$ cat config.mk
export PLATFORM = sky130hd
export DESIGN_NAME = reg_wb_arbiter
export DESIGN_NICKNAME = d
export VERILOG_FILES = /design/src/rtl/reg_wb_arbiter.sv
export SDC_FILE = /design/constraint.sdc
export NUM_CORES = 1
export LEC_CHECK = 0
export ABC_AREA = 1
export BUFFER_PORTS_ARGS = -buffer_cell sky130_fd_sc_hd__buf_2
export CORE_AREA = 5 5 118 120
export CTS_BUF_LIST = sky130_fd_sc_hd__clkbuf_4 sky130_fd_sc_hd__clkbuf_8 sky130_fd_sc_hd__clkbuf_16
export DETAILED_ROUTE_END_ITERATION = 8
export DIE_AREA = 0 0 123 125
export PLACE_DENSITY = 0.67
export SYNTH_ARGS = -nofsm -noshare
export SYNTH_HDL_FRONTEND = slang
export SYNTH_SLANG_ARGS = --single-unit
$ cat constraint.sdc
create_clock -name clk -period 1.68 [get_ports clk]
set_input_delay 0.168 -clock clk [delete_from_list [all_inputs] [get_ports clk]]
set_output_delay 0.168 -clock clk [all_outputs]
set_load 0.1 [all_outputs]
$ cat src/rtl/reg_wb_arbiter.sv
// reg_wb_arbiter: round-robin arbiter for reg_file's write port with a pending-write scoreboard.
// Define REG_WB_FWD_EN to add same-cycle forwarding from the granted writeback (fwd1_data/fwd2_data).
module reg_wb_arbiter #(
  parameter int ADDR_W = 5,
  parameter int DATA_W = 32
) (
  input  logic              clk,
  input  logic              rst,
  input  logic              issue_valid,
  input  logic [ADDR_W-1:0] issue_addr,
  output logic              issue_ready,
  input  logic              wb0_valid,
  input  logic [ADDR_W-1:0] wb0_addr,
  input  logic [DATA_W-1:0] wb0_data,
  output logic              wb0_ready,
  input  logic              wb1_valid,
  input  logic [ADDR_W-1:0] wb1_addr,
  input  logic [DATA_W-1:0] wb1_data,
  output logic              wb1_ready,
  output logic              rf_we,
  output logic [ADDR_W-1:0] rf_wa,
  output logic [DATA_W-1:0] rf_wd,
  input  logic [ADDR_W-1:0] ra1,
  input  logic [ADDR_W-1:0] ra2,
  output logic              hazard1,
  output logic              hazard2
`ifdef REG_WB_FWD_EN
  ,
  output logic [DATA_W-1:0] fwd1_data,
  output logic [DATA_W-1:0] fwd2_data
`endif
);
  localparam int N = 2**ADDR_W;
  localparam logic [N-1:0] NZ_MASK = {{(N-1){1'b1}}, 1'b0};
  logic [N-1:0] pend_q, pend_d;
  logic last_grant, g0, g1, gv, gnz;
  logic [ADDR_W-1:0] ga;
  logic [DATA_W-1:0] gd;
  // last_grant=1 means wb1 won last, so wb0 wins the next contention
  assign g0 = wb0_valid && (!wb1_valid || last_grant);
  assign g1 = wb1_valid && !g0;
  assign gv = g0 || g1;
  assign ga = g0 ? wb0_addr : wb1_addr;
  assign gd = g0 ? wb0_data : wb1_data;
  assign gnz = gv && (ga != '0);
  assign wb0_ready = g0;
  assign wb1_ready = g1;
  assign issue_ready = issue_valid && ((issue_addr == '0) || !pend_q[issue_addr]);
`ifdef REG_WB_FWD_EN
  logic hit1, hit2;
  assign hit1 = gnz && (ga == ra1);
  assign hit2 = gnz && (ga == ra2);
  assign hazard1 = pend_q[ra1] && !hit1;
  assign hazard2 = pend_q[ra2] && !hit2;
  assign fwd1_data = hit1 ? gd : '0;
  assign fwd2_data = hit2 ? gd : '0;
`else
  assign hazard1 = pend_q[ra1];
  assign hazard2 = pend_q[ra2];
`endif
  // set after clear so a same-cycle reservation of the retiring register survives
  always_comb begin
    pend_d = pend_q;
    if (gv) pend_d[ga] = 1'b0;
    if (issue_ready) pend_d[issue_addr] = 1'b1;
  end
  always_ff @(posedge clk or negedge rst) begin
    if (!rst) begin
      rf_we <= 1'b0;
      rf_wa <= '0;
      rf_wd <= '0;
      pend_q <= '0;
      last_grant <= 1'b1;
    end else begin
      rf_we <= gnz;
      if (gnz) begin
        rf_wa <= ga;
        rf_wd <= gd;
      end
      if (gv) last_grant <= g1;
      pend_q <= pend_d & NZ_MASK;
    end
  end
endmodule

==> results of run 1 <==
[timing repair]
item                       CTS  global route
resized for setup          102            99
cloned                       3             2
setup endpoints to repair   73            74
setup buffers               13            19
hold buffers                 1             0
pin swaps                   37            48
hold endpoints to repair    69             0
[worst max-delay path by stage]
stage / endpoint / slack (ns) / cells past startpoint / startpoint
2_1_floorplan: rf_wa[1] / -0.04 / 14 / last_grant
3_3_place_gp: rf_wa[1] / -0.04 / 13 / last_grant
3_5_place_dp: rf_wd[15] / -0.11 / 13 / last_grant
4_1_cts: issue_ready / -0.14 / 9 / pend_q[15]
5_1_grt: issue_ready / -0.24 / 9 / pend_q[26]
6_report: issue_ready / -0.17 / 9 / pend_q[26]
[sequential cells by signal, summed over array words and instances (netlist names)]
signal / count
rf_we: 1
last_grant: 1
rf_wd: 32
pend_q: 31
rf_wa: 5
[worst max-delay path, delay by kind of cell (launching register included)]
| family | cells | cell delay, ns |
|---|---|---|
| buffers and inverters | 1 | 0.17 |
| DFF | 1 | 0.42 |
| and+or+nand+nor | 8 | 0.76 |
[placed cells by master (no fill, tap or decap), types with 2 or more instances in the layout]
master     count
nor2_1        36
clkinv_1       3
buf_6         15
o21ai_2        8
nand3_4        4
clkinv_2       2
inv_8          2
buf_2        131
o21ai_4        3
nand4_1       32
nand2_2       55
a21oi_2        4
dfrtp_2        5
buf_12        13
nand2_8        3
o21ai_1        9
clkbuf_8       3
inv_2         15
nand2_1      294
clkbuf_16     11
dfrtp_1       64
o21ai_0        6
o211ai_1       4
nand3_2       15
buf_4         52
inv_1         23
nor3_1         8
nand2_4       29
a21oi_1        2
nand3_1       69
nor2_4         6
a21oi_4        2
[power by group through the flow]
stage / combinational [mW] / sequential, mW / clock, mW
final: 3.54 / 2.50 / 1.79
after global routing: 3.80 / 2.53 / 1.90
after CTS: 3.18 / 2.43 / 1.81
after detailed placement: 2.87 / 2.45 / 0
after floorplan: 1.20 / 3.25 / 0
after global placement: 2.85 / 2.46 / 0
[layout make-up]
class,instances,area [um2],share of cell area [%]
clock inverters,1,5.00,0.0695
flip-flops and latches,70,1760,24.4
well taps,176,220,3.06
repair buffers,216,1600,22.2
multi-input cells,591,3160,43.9
clock buffers,13,274,3.81
inverters,44,181,2.52
[cell families (layout without fill, tap and decap cells)]
family / after synthesis / in the layout / share of synthesized area [%]
compound gates: 38 / 38 / 4.51
buf+inv: 81 / 274 / 7.92
flops: 70 / 70 / 37.4
simple gates: 552 / 553 / 50.2
[routing by layer]
layer,vias to the layer above,wire [um]
met2,259,8520
met3,42,1420
met4,2,488
li1,2753,-
met1,2577,6530
met5,-,7
==> impl_results.md, run 1 <==
* Status: complete, but fails checks
* Failing checks: negative setup slack
* Top_reg_cell synth: dfrtp_1
* Clock tree buffer depth at 2
* Starting Density at between 30 and 40%
* Worst Hold Class: in -> reg
* Sw frac at between 40% and 50%
* Syn nets at between 800 and 900
* First-pass GRT wire length at 26500 um
* Max IR drop VDD at 0.000537 V
* Setup Skew at 0.00609 ns
* TritonCTS clock tree: yes
* CP Max Fanout at 4
* Crit start category: flop
* Endpoints failing setup at a little under 70
* Initial DRC count at ~300
* YS warnings at 0
* Die ar. at around 15000 um2
* Final Cell Area at between 7000 and 8000 um2
* FF-to-FF path depth at 12
* Busiest layer in global routing: met2
* Crit path cell chain: nand2_1, nand2_1, nand2_1, nand3_1, nand2_1, nand2_1, nor2_2, and3_4, buf_12
* GPL Wtd Cong at around 0.86
* Diode count at 0
* Setup CP Type: reg -> out
* Seq/Total Area, Yosys at around 37%
* EDFF count, synth at 0
* DR vias at approximately 5600
* Die W at about 120 um
* Number of global-route vias before repair at around 5400
* DRC at 0
* Setup TNS at -5.84 ns
* Area delta synth->final at 53.3%
* # rows at 42
* Clk pwr share at between 20% and 30%
* Reg-to-reg endpoint: rf_wd[25]
* Post-synthesis instance total at around 740
* Met2 Resource Use GR at a little over a third
* Worst-Skew Late Latency at 0.33 ns
* Flop pwr share at a little under a third
* Final HPWL DP at roughly 11000 um
* Worst slew pin tran at between 0.5 and 0.6 ns
* Net switching power at 3.47 mW
* Lkg Pwr at 3.88 nW
* I/O Buffers at between 100 and 150
* Synth top cells by count: nand2_1, nand3_1, dfrtp_1
* Antenna viol nets, final at 0
* Crit path largest cell delay at 0.42 ns
* Internal power at ~4.4 mW
* Clock root cell: clkbuf_16
* Max-slew violation count at 0
* Asr flop ratio synth at 100%
* Grt ovf at 0
* Io pins at 137
* Met1 Use GR at around a quarter
* Avg Inst Size Synth at 6.33 um2
* CP max-delay cell: dfrtp_1
* # nets final at roughly 1000
* R2R Path Start: last_grant
* H-tree depth at 3
* Power Density at approximately 1100 nW/um2
* Filler cells at roughly 1200
* Worst-path clk slew at 0.06 ns
* DP Worst Slack at -0.108 ns
* Combinational Power Share at 45.2%
* Synthesized flop and latch total at 70
* Wire length per cell at 15.3 um
* Final worst setup slack at -0.167 ns
* Final Hold Vio Count at 0
* Tot Pwr at approximately 7.8 mW
* Die span in y at roughly 130 um
* GR Util All Layers at 21.2%
* Layout cells sized above 1 at between 40% and 50%
* Fin crit share at 110%
* Largest net degree at the start of global routing at roughly 70
* Worst rel slew slack at between 60% and 70%
* Critical Path Sink Type: output pin
* Largest cells by area after synthesis: dfrtp_1, nand2_1, nand3_1, nand4_1, nor2_1
* Core ar. at between 10000 and 15000 um2
* Placed Cells at ~1100
* WP data required at ~1.5 ns
* Arrival time worst endpoint at 1.68 ns
* Share of the synthesized area in the top cell type at a little under two fifths
* Min cycle time layout at approximately 1.8 ns
* Count leader, synth: nand2_1
* Utilization after layout at ~56%
* RSZ-0062 raised after global routing: yes
* Hold slack at approximately 0.16 ns
* Hold Path Depth at 5
* Worst hold start: wb0_data[24]
* Cell Area, Placed at roughly 5900 um2
* M3 GR Usage at under 10%
* Reg2Reg Setup Slack at -0.15 ns
* Initial antenna violation count at 1
* Cell repeated most along the worst path: nand2_1
* Fmax at between 0.5 and 0.6 GHz
* Area leader, netlist: dfrtp_1
* First-pass iteration count of the detailed router at 5
* Drt total wl at between 15000 and 20000 um
* Mapped Area at ~4700 um2
* Max-cap violation count at 0
* Worst Hold End: rf_wd[24]
* Synth unique cells at 25
* Num CTS Buffers at 9
* Via-per-instance ratio at 5.07
* Finished Layout Cells at 1111
* CTS sink count at 70
Power figures use the tool's default switching activity.
==> run 2: changes to the inputs <==
--- a/config.mk
+++ b/config.mk
@@ -7,6 +7,7 @@
 export LEC_CHECK = 0
 export ABC_AREA = 1
 export BUFFER_PORTS_ARGS = -buffer_cell sky130_fd_sc_hd__buf_2
+export CAP_MARGIN = 0
 export CORE_AREA = 5 5 118 120
 export CTS_BUF_LIST = sky130_fd_sc_hd__clkbuf_4 sky130_fd_sc_hd__clkbuf_8 sky130_fd_sc_hd__clkbuf_16
 export DETAILED_ROUTE_END_ITERATION = 8
==> constraint.sdc (replaced) <==
create_clock -name clk -period 1.68 [get_ports clk]
set_input_delay 0.252 -clock clk [delete_from_list [all_inputs] [get_ports clk]]
set_output_delay 0.252 -clock clk [all_outputs]
set_load 0.1 [all_outputs]
==> impl_results.md, run 2 (same netlist as run 1, synthesis figures left out) <==
* Fin crit share at 119% (+8.9 points)
* Setup CP Type: reg -> reg
* I/O Buffers at 136 (unchanged)
* Critical Path Sink Type: flop
* DR vias at 6079 (+7.9%)
* Io pins at 137 (unchanged)
* Die ar. at 15400 um2 (unchanged)
* Busiest layer in global routing: met2
* # nets final at 1060 (+3.3%)
* GPL Wtd Cong at 0.908 (+5.1%)
* Arrival time worst endpoint at 2.22 ns (+0.54 ns)
* Die W at 123 um (unchanged)
* DRC at 0 (unchanged)
* Worst rel slew slack at 65.6% (-0.64 points)
* Crit path largest cell delay at 0.53 ns (+0.11 ns)
* Number of global-route vias before repair at 5670 (+4.8%)
* Endpoints failing setup at 74 (+8.8%)
* Die span in y at 125 um (unchanged)
* CP Max Fanout at 8 (+4)
* Initial DRC count at 511 (+72%)
* Starting Density at 36.5% (unchanged)
* Status: complete, but fails checks
* Setup Skew at 0.00648 ns (+0.000387 ns)
* H-tree depth at 3 (unchanged)
* Worst slew pin tran at 0.519 ns (+0.00967 ns)
* Met2 Resource Use GR at 38.2% (+3.1 points)
* # rows at 42 (unchanged)
* Drt total wl at 19300 um (+14%)
* Largest net degree at the start of global routing at 71 (unchanged)
* Layout cells sized above 1 at 45.8% (+4.8 points)
* Clk pwr share at 26.1% (+3.2 points)
* M3 GR Usage at 5.74% (+0.54 points)
* Wire length per cell at 16.8 um (+10%)
* Reg-to-reg endpoint: rf_wa[0]
* Filler cells at 1057 (-10%)
* FF-to-FF path depth at 12 (unchanged)
* Max-cap violation count at 0 (unchanged)
* Final Cell Area at 7870 um2 (+9.4%)
* Hold Path Depth at 2 (-3)
* Reg2Reg Setup Slack at -0.32 ns (-0.17 ns)
* Worst Hold End: last_grant
* Initial antenna violation count at 1 (unchanged)
* Antenna viol nets, final at 0 (unchanged)
* Area delta synth->final at 67.8%
* Max IR drop VDD at 0.000604 V (+13%)
* Net switching power at 3.68 mW (+6.0%)
* WP data required at 1.90 ns (+0.39 ns)
* Internal power at 4.90 mW (+12%)
* CTS sink count at 70 (unchanged)
* Clock root cell: clkbuf_16
* Combinational Power Share at 44.8% (-0.4 points)
* First-pass GRT wire length at 28800 um (+8.5%)
* Cell repeated most along the worst path: nand2_4
* Min cycle time layout at 2.00 ns (+0.149 ns)
* Power Density at 1090 nW/um2 (about the same)
* Crit start category: flop
* Core ar. at 12900 um2 (unchanged)
* Area of the multi-input gates at 3280 um2 (+3.7%)
* Worst-path clk slew at 0.06 ns (about the same)
* Worst hold start: wb0_valid
* Number of flip-flops in the largest register at 32 (unchanged)
* Final Hold Vio Count at 0 (unchanged)
* Num CTS Buffers at 9 (unchanged)
* Commonest non-fill, non-tap cell in the layout: nand2_1
* Flop pwr share at 29.1% (-2.8 points)
* R2R Path Start: last_grant
* Largest regs: rf_wd x32, pend_q x31, rf_wa x5
* Crit path cell chain: inv_2, nand2_4, nand2_8, buf_6, o21ai_4, nor2_4, nand2_4, buf_12, nand2_8, buf_12, nand2_4, nand2_1
* Max-slew violation count at 0 (unchanged)
* Clock tree buffer depth at 2 (unchanged)
* Met1 Use GR at 28.6% (+2.5 points)
* Cell Area, Placed at 6030 um2 (+1.9%)
* TritonCTS clock tree: yes
* Fmax at 0.501 GHz (-7.5%)
* Sw frac at 42.9% (-1.4 points)
* Worst Hold Class: in -> reg
* First-pass iteration count of the detailed router at 5 (unchanged)
* Lkg Pwr at 4.19 nW (+7.9%)
* Utilization after layout at 61.2% (+5.3 points)
* Via-per-instance ratio at 5.30 (+4.4%)
* FF+latch area at 1760 um2 (unchanged)
* Failing checks: negative setup slack
* Final worst setup slack at -0.315 ns (-0.149 ns)
* RSZ-0062 raised after global routing: yes
* Worst-Skew Late Latency at 0.34 ns (about the same)
* CP max-delay cell: dfstp_2
* Grt ovf at 0 (unchanged)
* Most frequent cells in the layout: nand2_1, buf_2, buf_4
* GR Util All Layers at 23.4% (+2.2 points)
* Largest Register: rf_wd
* Final HPWL DP at 11500 um (+1.5%)
## run 2: cell count changes in the layout (fill, tap and decap cells not counted), moves of 5 or more
cell     before  now
nand2_4      29   24
buf_12       13   20
nand3_2      15   33
buf_6        15   21
buf_4        52   67
nand3_1      69   47
## run 2: layout make-up
class,instances,area share (%)
inverter,44,2.59
sequential,70,22.3
antenna,1,0.0318
clock inverter,6,1.38
multi-input combinational,590,41.6
timing repair buffer,251,26.2
clock buffer,10,3.04
tap,176,2.80
## run 2: worst max path at each step
stage / depth (start not counted) / from / to
floorplan: 14 / last_grant / rf_wd[16]
global placement: 10 / ra1[0] / hazard1
detailed placement: 10 / last_grant / pend_q[4]
CTS: 9 / pend_q[5] / issue_ready
global route: 12 / last_grant / rf_wa[0]
finish: 12 / last_grant / rf_wa[0]
## run 2: routing by layer
layer  part of all wire [%]  wire length (um)
met1                     36              6990
met4                    5.8              1120
met5                      0                 0
met2                     49              9460
met3                    9.0              1740
## run 2: what timing repair did
item                                    CTS  global route
endpoints found under the setup margin   71            74
gates cloned                             10             1
endpoints found under the hold margin    69             0
resized for setup                       125           128
hold buffers                              1             0
buffers inserted                         21            34
pin swaps                                52            86
## run 2: power groups by stage
stage          sequential [mW]  combinational (mW)  clock [mW]
2_1_floorplan             3.25                1.22           0
3_3_place_gp              2.45                2.89           0
3_5_place_dp              2.45                2.91           0
4_1_cts                   2.44                3.26        2.24
5_1_grt                   2.53                4.09        2.32
6_report                  2.50                3.84        2.24
## run 2: worst max-delay path, delay by kind of cell (launching register included)
family                 cells  cell delay (ns)
AO/OA/AOI/OAI              1             0.24
buffers and inverters      4             0.50
flip-flops                 1             0.53
AND/OR/NAND/NOR            7             0.60
## run 2: per-stage QoR
step | TNS [ns] | cells | hold WS (ns) | total power, mW | setup WS [ns]
floorplan | -0.726 | 741 | -0.0436 | 4.47 | -0.0386
global placement | -0.0670 | 1073 | 0.306 | 5.34 | -0.0244
detailed placement | -1.19 | 1073 | 0.309 | 5.37 | -0.0727
CTS | -9.38 | 1120 | 0.129 | 7.95 | -0.257
global route | -19.70 | 1148 | 0.223 | 8.94 | -0.384
finish | -14.54 | 1148 | 0.190 | 8.58 | -0.315
